File: config.mk
export PLATFORM = sky130hd
export DESIGN_NAME = sdram_arbiter_flat
export DESIGN_NICKNAME = d
export VERILOG_FILES = /design/src/rtl/sdram_arbiter_pkg.sv /design/src/rtl/sdram_arbiter_if.sv /design/src/rtl/sdram_refresh_tracker.sv /design/src/rtl/sdram_arbiter.sv /design/src/flat_wrapper.sv
export SDC_FILE = /design/constraint.sdc
export NUM_CORES = 1
export LEC_CHECK = 0
export CAP_MARGIN = 20
export CORE_ASPECT_RATIO = 1.25
export CORE_MARGIN = 2
export CORE_UTILIZATION = 26
export CTS_CLUSTER_SIZE = 16
export DETAILED_ROUTE_END_ITERATION = 7
export PLACE_DENSITY = 0.63
export SYNTH_ARGS = -nofsm -noshare
export SYNTH_HDL_FRONTEND = slang
export SYNTH_SLANG_ARGS = --single-unit
File: constraint.sdc
create_clock -name CLK -period 6.5 [get_ports CLK]
set_clock_uncertainty 0.2 [all_clocks]
set_input_delay 0.975 -clock CLK [delete_from_list [all_inputs] [get_ports CLK]]
set_output_delay 0.975 -clock CLK [all_outputs]
set_load 0.05 [all_outputs]
File: src/rtl/sdram_arbiter_pkg.sv
// Shared types and defaults for the SDRAM arbiter and its refresh tracker.
package sdram_arbiter_pkg;

  localparam int ADDR_W   = 26;
  localparam int DS_W     = 4;
  localparam int DEBT_W   = 4;
  localparam int STARVE_W = 3;

  localparam int MAX_DEBT_DEF     = 8;
  localparam int URGENT_DEBT_DEF  = 6;
  localparam int STARVE_LIMIT_DEF = 4;

  typedef enum logic [1:0] {
    IDLE  = 2'd0,
    ISSUE = 2'd1,
    BUSY  = 2'd2
  } arb_state_e;

  typedef enum logic [1:0] {
    SRC_NONE    = 2'd0,
    SRC_Z3      = 2'd1,
    SRC_DMA     = 2'd2,
    SRC_REFRESH = 2'd3
  } src_e;

endpackage

File: src/rtl/sdram_arbiter_if.sv
// Request ports, sequencer command bus and status of the SDRAM arbiter.
interface sdram_arbiter_if;
  import sdram_arbiter_pkg::*;

  logic              init_done;
  logic              z3_req;
  logic [ADDR_W-1:0] z3_addr;
  logic              z3_rw;
  logic [DS_W-1:0]   z3_ds_n;
  logic              dma_req;
  logic [ADDR_W-1:0] dma_addr;
  logic              dma_rw;
  logic [DS_W-1:0]   dma_ds_n;
  logic              seq_done;
  logic              seq_start;
  logic              seq_refresh;
  logic [ADDR_W-1:0] seq_addr;
  logic              seq_rw;
  logic [DS_W-1:0]   seq_ds_n;
  logic              z3_gnt;
  logic              dma_gnt;
  logic [DEBT_W-1:0] refresh_debt;
  logic              refresh_overrun;

  modport master (
    input  init_done, z3_req, z3_addr, z3_rw, z3_ds_n,
           dma_req, dma_addr, dma_rw, dma_ds_n, seq_done,
    output seq_start, seq_refresh, seq_addr, seq_rw, seq_ds_n,
           z3_gnt, dma_gnt, refresh_debt, refresh_overrun
  );

  modport slave (
    output init_done, z3_req, z3_addr, z3_rw, z3_ds_n,
           dma_req, dma_addr, dma_rw, dma_ds_n, seq_done,
    input  seq_start, seq_refresh, seq_addr, seq_rw, seq_ds_n,
           z3_gnt, dma_gnt, refresh_debt, refresh_overrun
  );

endinterface

File: src/rtl/sdram_refresh_tracker.sv
// Counts refresh debt from synchronised ECLK rising edges; refresh completions pay it back.
module sdram_refresh_tracker
  import sdram_arbiter_pkg::*;
#(
  parameter int MAX_DEBT = MAX_DEBT_DEF
) (
  input  logic              CLK,
  input  logic              RESET,
  input  logic              ECLK,
  input  logic              init_done,
  input  logic              refresh_done,
  output logic [DEBT_W-1:0] debt,
  output logic              overrun
);

  localparam logic [DEBT_W-1:0] DEBT_MAX = DEBT_W'(MAX_DEBT);

  logic eclk_s1, eclk_s2, eclk_d;
  logic inc;

  always_ff @(posedge CLK or posedge RESET) begin
    if (RESET) begin
      eclk_s1 <= 1'b0;
      eclk_s2 <= 1'b0;
      eclk_d  <= 1'b0;
    end else begin
      eclk_s1 <= ECLK;
      eclk_s2 <= eclk_s1;
      eclk_d  <= eclk_s2;
    end
  end

  assign inc = eclk_s2 & ~eclk_d & init_done;

  // A tick and a refresh completion in the same cycle cancel out.
  always_ff @(posedge CLK or posedge RESET) begin
    if (RESET) begin
      debt    <= '0;
      overrun <= 1'b0;
    end else if (inc && !refresh_done) begin
      if (debt == DEBT_MAX) overrun <= 1'b1;
      else                  debt    <= debt + 1'b1;
    end else if (refresh_done && !inc && debt != '0) begin
      debt <= debt - 1'b1;
    end
  end

endmodule

File: src/rtl/sdram_arbiter.sv
// Shares the SDRAM sequencer between Z3 host, DMA and refresh; one operation in flight.
//   state | meaning
//   IDLE  | pick a winner, latch its command
//   ISSUE | pulse seq_start
//   BUSY  | hold command and grant until seq_done
module sdram_arbiter
  import sdram_arbiter_pkg::*;
#(
  parameter int MAX_DEBT     = MAX_DEBT_DEF,
  parameter int URGENT_DEBT  = URGENT_DEBT_DEF,
  parameter int STARVE_LIMIT = STARVE_LIMIT_DEF
) (
  input  logic            CLK,
  input  logic            RESET,
  input  logic            ECLK,
  sdram_arbiter_if.master bus
);

  localparam logic [DEBT_W-1:0]   DEBT_URGENT = DEBT_W'(URGENT_DEBT);
  localparam logic [STARVE_W-1:0] STARVE_MAX  = STARVE_W'(STARVE_LIMIT);

  arb_state_e          state_q, state_d;
  src_e                src_q, win;
  logic [STARVE_W-1:0] starve_q;
  logic [ADDR_W-1:0]   seq_addr_q;
  logic                seq_rw_q;
  logic [DS_W-1:0]     seq_ds_n_q;
  logic [DEBT_W-1:0]   debt;
  logic                overrun;
  logic                refresh_done;

  assign refresh_done = (state_q == BUSY) && bus.seq_done && (src_q == SRC_REFRESH);

  sdram_refresh_tracker #(.MAX_DEBT(MAX_DEBT)) u_refresh (
    .CLK          (CLK),
    .RESET        (RESET),
    .ECLK         (ECLK),
    .init_done    (bus.init_done),
    .refresh_done (refresh_done),
    .debt         (debt),
    .overrun      (overrun)
  );

  always_comb begin
    win = SRC_NONE;
    if (bus.init_done) begin
      if (debt >= DEBT_URGENT)                         win = SRC_REFRESH;
      else if (bus.dma_req && starve_q == STARVE_MAX) win = SRC_DMA;
      else if (bus.z3_req)                             win = SRC_Z3;
      else if (bus.dma_req)                            win = SRC_DMA;
      else if (debt != '0)                             win = SRC_REFRESH;
    end
  end

  always_ff @(posedge CLK or posedge RESET) begin
    if (RESET) state_q <= IDLE;
    else       state_q <= state_d;
  end

  always_comb begin
    state_d = state_q;
    case (state_q)
      IDLE:    if (win != SRC_NONE) state_d = ISSUE;
      ISSUE:   state_d = BUSY;
      BUSY:    if (bus.seq_done) state_d = IDLE;
      default: state_d = IDLE;
    endcase
  end

  always_comb begin
    bus.seq_start   = (state_q == ISSUE);
    bus.z3_gnt      = (src_q == SRC_Z3);
    bus.dma_gnt     = (src_q == SRC_DMA);
    bus.seq_refresh = (src_q == SRC_REFRESH);
  end

  always_ff @(posedge CLK or posedge RESET) begin
    if (RESET) begin
      src_q      <= SRC_NONE;
      seq_addr_q <= '0;
      seq_rw_q   <= 1'b0;
      seq_ds_n_q <= '1;
      starve_q   <= '0;
    end else if (state_q == IDLE) begin
      src_q <= win;
      case (win)
        SRC_Z3: begin
          seq_addr_q <= bus.z3_addr;
          seq_rw_q   <= bus.z3_rw;
          seq_ds_n_q <= bus.z3_ds_n;
        end
        SRC_DMA: begin
          seq_addr_q <= bus.dma_addr;
          seq_rw_q   <= bus.dma_rw;
          seq_ds_n_q <= bus.dma_ds_n;
        end
        default: ;
      endcase
      // Refresh grants leave the starvation count alone.
      if (win == SRC_DMA || !bus.dma_req)          starve_q <= '0;
      else if (win == SRC_Z3 && starve_q != STARVE_MAX) starve_q <= starve_q + 1'b1;
    end else if (state_q == BUSY && bus.seq_done) begin
      src_q <= SRC_NONE;
    end
  end

  assign bus.seq_addr        = seq_addr_q;
  assign bus.seq_rw          = seq_rw_q;
  assign bus.seq_ds_n        = seq_ds_n_q;
  assign bus.refresh_debt    = debt;
  assign bus.refresh_overrun = overrun;

endmodule

File: src/flat_wrapper.sv
// flat-port wrapper written by rule: the top's interface ports become plain ports
module sdram_arbiter_flat import sdram_arbiter_pkg::*;
#(
  parameter int MAX_DEBT     = MAX_DEBT_DEF,
  parameter int URGENT_DEBT  = URGENT_DEBT_DEF,
  parameter int STARVE_LIMIT = STARVE_LIMIT_DEF
)
  (CLK, RESET, ECLK, bus_init_done, bus_z3_req, bus_z3_addr, bus_z3_rw, bus_z3_ds_n, bus_dma_req, bus_dma_addr, bus_dma_rw, bus_dma_ds_n, bus_seq_done, bus_seq_start, bus_seq_refresh, bus_seq_addr, bus_seq_rw, bus_seq_ds_n, bus_z3_gnt, bus_dma_gnt, bus_refresh_debt, bus_refresh_overrun);
  sdram_arbiter_if bus_i ();
  input  logic CLK;
  input  logic RESET;
  input  logic ECLK;
  input wire logic [$bits(bus_i.init_done)-1:0] bus_init_done;
  input wire logic [$bits(bus_i.z3_req)-1:0] bus_z3_req;
  input wire logic [$bits(bus_i.z3_addr)-1:0] bus_z3_addr;
  input wire logic [$bits(bus_i.z3_rw)-1:0] bus_z3_rw;
  input wire logic [$bits(bus_i.z3_ds_n)-1:0] bus_z3_ds_n;
  input wire logic [$bits(bus_i.dma_req)-1:0] bus_dma_req;
  input wire logic [$bits(bus_i.dma_addr)-1:0] bus_dma_addr;
  input wire logic [$bits(bus_i.dma_rw)-1:0] bus_dma_rw;
  input wire logic [$bits(bus_i.dma_ds_n)-1:0] bus_dma_ds_n;
  input wire logic [$bits(bus_i.seq_done)-1:0] bus_seq_done;
  output wire logic [$bits(bus_i.seq_start)-1:0] bus_seq_start;
  output wire logic [$bits(bus_i.seq_refresh)-1:0] bus_seq_refresh;
  output wire logic [$bits(bus_i.seq_addr)-1:0] bus_seq_addr;
  output wire logic [$bits(bus_i.seq_rw)-1:0] bus_seq_rw;
  output wire logic [$bits(bus_i.seq_ds_n)-1:0] bus_seq_ds_n;
  output wire logic [$bits(bus_i.z3_gnt)-1:0] bus_z3_gnt;
  output wire logic [$bits(bus_i.dma_gnt)-1:0] bus_dma_gnt;
  output wire logic [$bits(bus_i.refresh_debt)-1:0] bus_refresh_debt;
  output wire logic [$bits(bus_i.refresh_overrun)-1:0] bus_refresh_overrun;
  assign bus_i.init_done = bus_init_done;
  assign bus_i.z3_req = bus_z3_req;
  assign bus_i.z3_addr = bus_z3_addr;
  assign bus_i.z3_rw = bus_z3_rw;
  assign bus_i.z3_ds_n = bus_z3_ds_n;
  assign bus_i.dma_req = bus_dma_req;
  assign bus_i.dma_addr = bus_dma_addr;
  assign bus_i.dma_rw = bus_dma_rw;
  assign bus_i.dma_ds_n = bus_dma_ds_n;
  assign bus_i.seq_done = bus_seq_done;
  assign bus_seq_start = bus_i.seq_start;
  assign bus_seq_refresh = bus_i.seq_refresh;
  assign bus_seq_addr = bus_i.seq_addr;
  assign bus_seq_rw = bus_i.seq_rw;
  assign bus_seq_ds_n = bus_i.seq_ds_n;
  assign bus_z3_gnt = bus_i.z3_gnt;
  assign bus_dma_gnt = bus_i.dma_gnt;
  assign bus_refresh_debt = bus_i.refresh_debt;
  assign bus_refresh_overrun = bus_i.refresh_overrun;
  sdram_arbiter #(.MAX_DEBT(MAX_DEBT), .URGENT_DEBT(URGENT_DEBT), .STARVE_LIMIT(STARVE_LIMIT)) u_core (.CLK(CLK), .RESET(RESET), .ECLK(ECLK), .bus(bus_i));
endmodule
==> results_dict.tcl, run 1 <==
set metrics [dict create \
    synth_edf_count 0 \
    final_common_cell "clkdlybuf4s50_1" \
    hpwl_mm 4.465 \
    worst_pin_slew_ps 994.2 \
    drcViolationCount 0 \
    synth-main-ff-cell "dfrtp_1" \
    internal_power_mw 1.004 \
    pin_count 109 \
    cts_buffers 5 \
    ys_seq_area_share_pct 48.38 \
    grt_util_met2_pct 22.32 \
    cts_buffer_depth 2 \
    cts_tree "yes" \
    gp_congestion 0.8110 \
    setup_tns_ps 0 \
    wl_per_cell_um 12.99 \
    hold_class "flop to flop" \
    avgSynthCellArea_um2 10.26 \
    cp.required_ps 6460 \
    peakVddDrop_uv 230.6 \
    grt_setup_unrepaired "no" \
    top_usage_layer "met2" \
    antenna_found_initial 0 \
    fp-row-count 39 \
    cts_resized 0 \
    syn_area_um2 2390 \
    wirelength_mm 5.987 \
    grt_max_degree 63 \
    initial_utilization_pct 26.47 \
    synthCells 233 \
    drtIter0Drc 59 \
    nFillCells 853 \
    die_x_um 89.75 \
    end_kind "flop" \
    clk_pin_slew_ps 60 \
    total_power_mw 1.914 \
    grt_use_total_pct 11.92 \
    ant_nets 0 \
    period_share_pct 56.91 \
    ff2ff_path_depth 10 \
    clkPwrFrac_pct 14.7 \
    finalCoreUtilization_pct 41.64 \
    die_y_um 111.2 \
    netlist-cell-type-count 43 \
    critPathLaunchType "primary input" \
    combPwrFrac_pct 57.3 \
    cts_hold_buf 0 \
    yosysWarnings 0 \
    diodes 0 \
    grt_overflow 0 \
    ctsHtreeMaxLevel 2 \
    final_cell_mix "clkdlybuf4s50_1 (108), dfrtp_1 (42), nor2_1 (37)" \
    vias 2059 \
    nNetsFinal 414 \
    numPortBuffers 108 \
    yosys_register_bits 46 \
    whs_path_depth 0 \
    p_sw_mw 0.9094 \
    p_per_area_nw_per_um2 509.1 \
    fmax_mhz 270.3 \
    cts-root-buf "clkbuf_16" \
    regArea_um2 1156 \
    firstDrtPassIters 4 \
    cts_setup_buffers 0 \
    max_slew_margin_pct 33.72 \
    hold_viol 0 \
    finalSetupViolations 0 \
    die-area_um2 9979 \
    grt_pass1_wl_mm 9.722 \
    clock_latency_ps 280 \
    vias_per_cell 4.466 \
    crit_type "primary input to flop" \
    power_frac_seq_pct 28.0 \
    grt_pass1_vias 2100 \
    maxCapViolCount 0 \
    multiInputGateArea_um2 1155 \
    syn_nets 310 \
    gr-usage-met3_pct 3.399 \
    design.core.area_um2 9027 \
    critPathArrivalTime_ps 3660 \
    status "finished clean" \
    crit_fanout 32 \
    use_met1_pct 12.96 \
    drive_gt1_share_pct 5.917 \
    drv_slew 0 \
    async_reset_ff_share_pct 100.0 \
    p_leak_nw 1.481 \
    cts.sinks 46 \
    area_delta_synth_final_pct 57.28 \
    fin_crit_ps 3699 \
    switching_share_pct 47.52 \
]
[logic make-up (layout without fill, tap and decap cells)]
family          after synthesis  count (layout)  synth area share (%)
simple gates                 72              72                 14.97
xor+xnor                      3               3                 1.100
buf+inv                      19             124                 3.665
fa+ha+maj                     8               8                 4.502
flops                        46              46                 48.38
mux                          33              33                 14.35
compound gates               52              52                 13.04
[critical path: stages]
cell	delay (ps)
clkdlybuf4s50_1	550
nand3_1	120
a221o_1	400
nand2_1	120
ha_2	860
nor2b_1	140
nor3_1	280
nand3b_1	150
o21ai_1	70
[metal layers]
layer  wire length, um  part of all wire (%)
met5                 0                     0
met4                21                  0.35
met3               344                   5.7
met2              3239                    54
met1              2382                    40
[power groups by stage]
| stage | logic (mW) | clock network, mW | registers (mW) |
|---|---|---|---|
| 2_1_floorplan | 0.393 | 0 | 0.886 |
| 3_3_place_gp | 1.10 | 0 | 0.534 |
| 3_5_place_dp | 1.11 | 0 | 0.539 |
| 4_1_cts | 1.11 | 0.294 | 0.537 |
| 5_1_grt | 1.17 | 0.304 | 0.555 |
| 6_report | 1.10 | 0.281 | 0.535 |
[sequential cells by signal (all words and copies together), names as in the netlist, 2 cells and up]
register / cells
u_core.bus.seq_ds_n: 4
u_core.starve_q: 3
u_core.u_refresh.debt: 4
u_core.src_q: 2
u_core.state_q: 2
u_core.bus.seq_addr: 26
[final timing paths]
| path | startpoint | slack, ps | end |
|---|---|---|---|
| hold / removal | u_core.u_refresh.eclk_s1$_DFF_PP0_ | 150 | u_core.u_refresh.eclk_s2$_DFF_PP0_ |
| setup / recovery | bus_dma_req | 2800 | u_core.starve_q[1]$_DFFE_PP0P_ |
| setup reg to reg | u_core.starve_q[0]$_DFFE_PP0P_ | 3410 | u_core.starve_q[1]$_DFFE_PP0P_ |
| min in group asynchronous | RESET | 810 | u_core.bus.seq_addr[17]$_DFFE_PP0P_ |
| max in group asynchronous | RESET | 4720 | u_core.bus.seq_ds_n[3]$_DFFE_PP1P_ |
| hold reg to reg | u_core.u_refresh.eclk_s1$_DFF_PP0_ | 150 | u_core.u_refresh.eclk_s2$_DFF_PP0_ |
[Yosys cell counts (3+ instances only)]
library cell	n	area (um2)
dfrtp_1	42	1051
nor2_1	37	138.9
a21oi_1	35	175.2
mux2i_1	32	320.3
buf_2	7	35.03
ha_1	7	87.58
nand2_1	7	26.28
clkbuf_1	5	18.77
inv_1	5	18.77
nor3_1	5	25.02
dfstp_2	4	105.1
nand3_1	4	20.02
nor2b_1	4	25.02
and2_1	3	18.77
[stage by stage]
step / setup WS (ps) / instances / hold slack (ps) / instance area [um2]
6_report: 2801 / 461 / 153.6 / 3759
5_1_grt: 2623 / 461 / 158.8 / 3759
4_1_cts: 2770 / 460 / 156.1 / 3739
3_5_place_dp: 2487 / 452 / 141.1 / 3576
3_3_place_gp: 2567 / 452 / 141.1 / 3576
2_1_floorplan: 3655 / 233 / 131.2 / 2390
[cell type report]
class | count | share of cell area [%]
multi-input combinational | 168 | 30.73
sequential | 46 | 30.76
tap | 123 | 4.095
timing repair buffer | 110 | 29.49
clock buffer | 7 | 3.529
inverter | 6 | 0.5992
clock inverter | 1 | 0.7989
Power figures use the tool's default switching activity.
==> inputs of run 2 (changes only) <==
==> constraint.sdc (replaced) <==
create_clock -name CLK -period 3.85 [get_ports CLK]
set_clock_uncertainty 0.2 [all_clocks]
set_input_delay 0.5775 -clock CLK [delete_from_list [all_inputs] [get_ports CLK]]
set_output_delay 0.5775 -clock CLK [all_outputs]
set_load 0.05 [all_outputs]
==> run 2 against run 1 <==
Compared with the run above: sequential power is 67% higher; die area stayed put; cell count is 0.22% higher; highest routed layer unchanged.
==> results_dict.tcl, run 2 (synthesis gave the netlist of run 1 again) <==
set metrics [dict create \
    status "finished clean" \
    crit_fanout 31 \
    initial_utilization_pct 26.47 \
    cts_tree "yes" \
    period_share_pct 74.77 \
    critPathArrivalTime_ps 2830 \
    worst_slack_ps 971.4 \
    cts_buffers 5 \
    nNetsFinal 415 \
    total_power_mw 3.234 \
    wirelength_mm 5.920 \
    gp_congestion 0.7965 \
    startpoint "bus_dma_req" \
    p_leak_nw 1.495 \
    drtIter0Drc 51 \
    hold_class "flop to flop" \
    finalCoreUtilization_pct 41.90 \
    grt_pass1_vias 2130 \
    fmax_mhz 347.4 \
    maxCapViolCount 0 \
    grt_use_total_pct 12.25 \
    grt_overflow 0 \
    cts_buffer_depth 2 \
    clk_pin_slew_ps 60 \
    setup_tns_ps 0 \
    vias 2055 \
    grt_setup_unrepaired "no" \
    drive_gt1_share_pct 6.785 \
    drcViolationCount 0 \
    wl_per_cell_um 12.81 \
    cts-root-buf "clkbuf_16" \
    diodes 0 \
    end_kind "flop" \
    place_area_um2 3596 \
    worst_pin_slew_ps 550.9 \
    vias_per_cell 4.448 \
    pre_cts_slack_ps 656.7 \
    area_delta_synth_final_pct 58.27 \
    dpl.cell_count 453 \
    die_y_um 111.2 \
    cts_resized 0 \
    peakVddDrop_uv 371.5 \
    ant_nets 0 \
    p_per_area_nw_per_um2 854.9 \
    antenna_found_initial 0 \
    fp-row-count 39 \
    hold_viol 0 \
    whs_ps 149.0 \
    firstDrtPassIters 4 \
    die_x_um 89.75 \
    numPortBuffers 108 \
    cts_setup_buffers 0 \
    max_slew_margin_pct 63.27 \
    min_from "u_core.u_refresh.eclk_s1$_DFF_PP0_" \
    final_common_cell "clkdlybuf4s50_1" \
    grt_pass1_wl_mm 10.11 \
    die-area_um2 9979 \
    design.core.area_um2 9027 \
    final_cell_mix "clkdlybuf4s50_1 (108), dfrtp_1 (42), nor2_1 (37)" \
    fin_crit_ps 2879 \
    grt_max_degree 63 \
    clock_latency_ps 280 \
    crit_type "primary input to flop" \
    cts.sinks 46 \
    r2r-start "u_core.starve_q[0]$_DFFE_PP0P_" \
    ctsHtreeMaxLevel 2 \
    stdcell_count 462 \
    cp.required_ps 3810 \
    critPathLaunchType "primary input" \
    hpwl_mm 4.372 \
    finalSetupViolations 0 \
    drv_slew 0 \
    largest_reg_flops 26 \
    cts_hold_buf 0 \
    pin_count 109 \
    final_cell_area_um2 3782 \
]
[run 2: cell count changes in the layout (fill, tap and decap cells not counted)]
| cell | previous run | this run |
|---|---|---|
| bufinv_16 | 1 | 0 |
| clkbuf_8 | 0 | 3 |
| buf_12 | 1 | 2 |
| clkbuf_1 | 2 | 0 |
[run 2: where the power goes]
part	switching (mW)	leakage, nW	internal [mW]	total, mW
combinational	1.18	0.887	0.690	1.87
sequential	0.181	0.524	0.713	0.894
clock	0.172	0.0832	0.294	0.466
total	1.54	1.49	1.70	3.23
[run 2: worst paths after layout]
path | end | slack [ps] | cells after the start
max | u_core.bus.seq_addr[4]$_DFFE_PP0P_ | 970 | 8
min | u_core.u_refresh.eclk_s2$_DFF_PP0_ | 150 | 0
max reg2reg | u_core.bus.seq_addr[4]$_DFFE_PP0P_ | 1200 | 9
min reg2reg | u_core.u_refresh.eclk_s2$_DFF_PP0_ | 150 | 0
max in group asynchronous | u_core.bus.seq_ds_n[2]$_DFFE_PP1P_ | 2480 | 3
min in group asynchronous | u_core.bus.seq_addr[14]$_DFFE_PP0P_ | 400 | 2
[run 2: cell type report]
cell class              instances  area [um2]
repair buffers                111        1129
inverters                       6       22.52
multi-input cells             168        1155
well taps                     123       153.9
flip-flops and latches         46        1156
clock buffers                   8       166.4
fillers                       886        5245
[run 2: per-layer routing]
| metal | up-vias | share of wire, % | track usage, % |
|---|---|---|---|
| met5 | - | 0 | 0 |
| met4 | 0 | 1.8 | 3.590 |
| met3 | 10 | 5.7 | 3.535 |
| met2 | 61 | 51 | 21.46 |
| met1 | 951 | 41 | 14.56 |
| li1 | 1033 | - | - |
[run 2: worst max-delay path: stages]
cell and delay [ps]:
clkdlybuf4s50_1 550, nand3_1 130, a221o_1 410, nand2_1 120
ha_2 190, buf_4 460, mux2i_1 300, a21oi_1 90
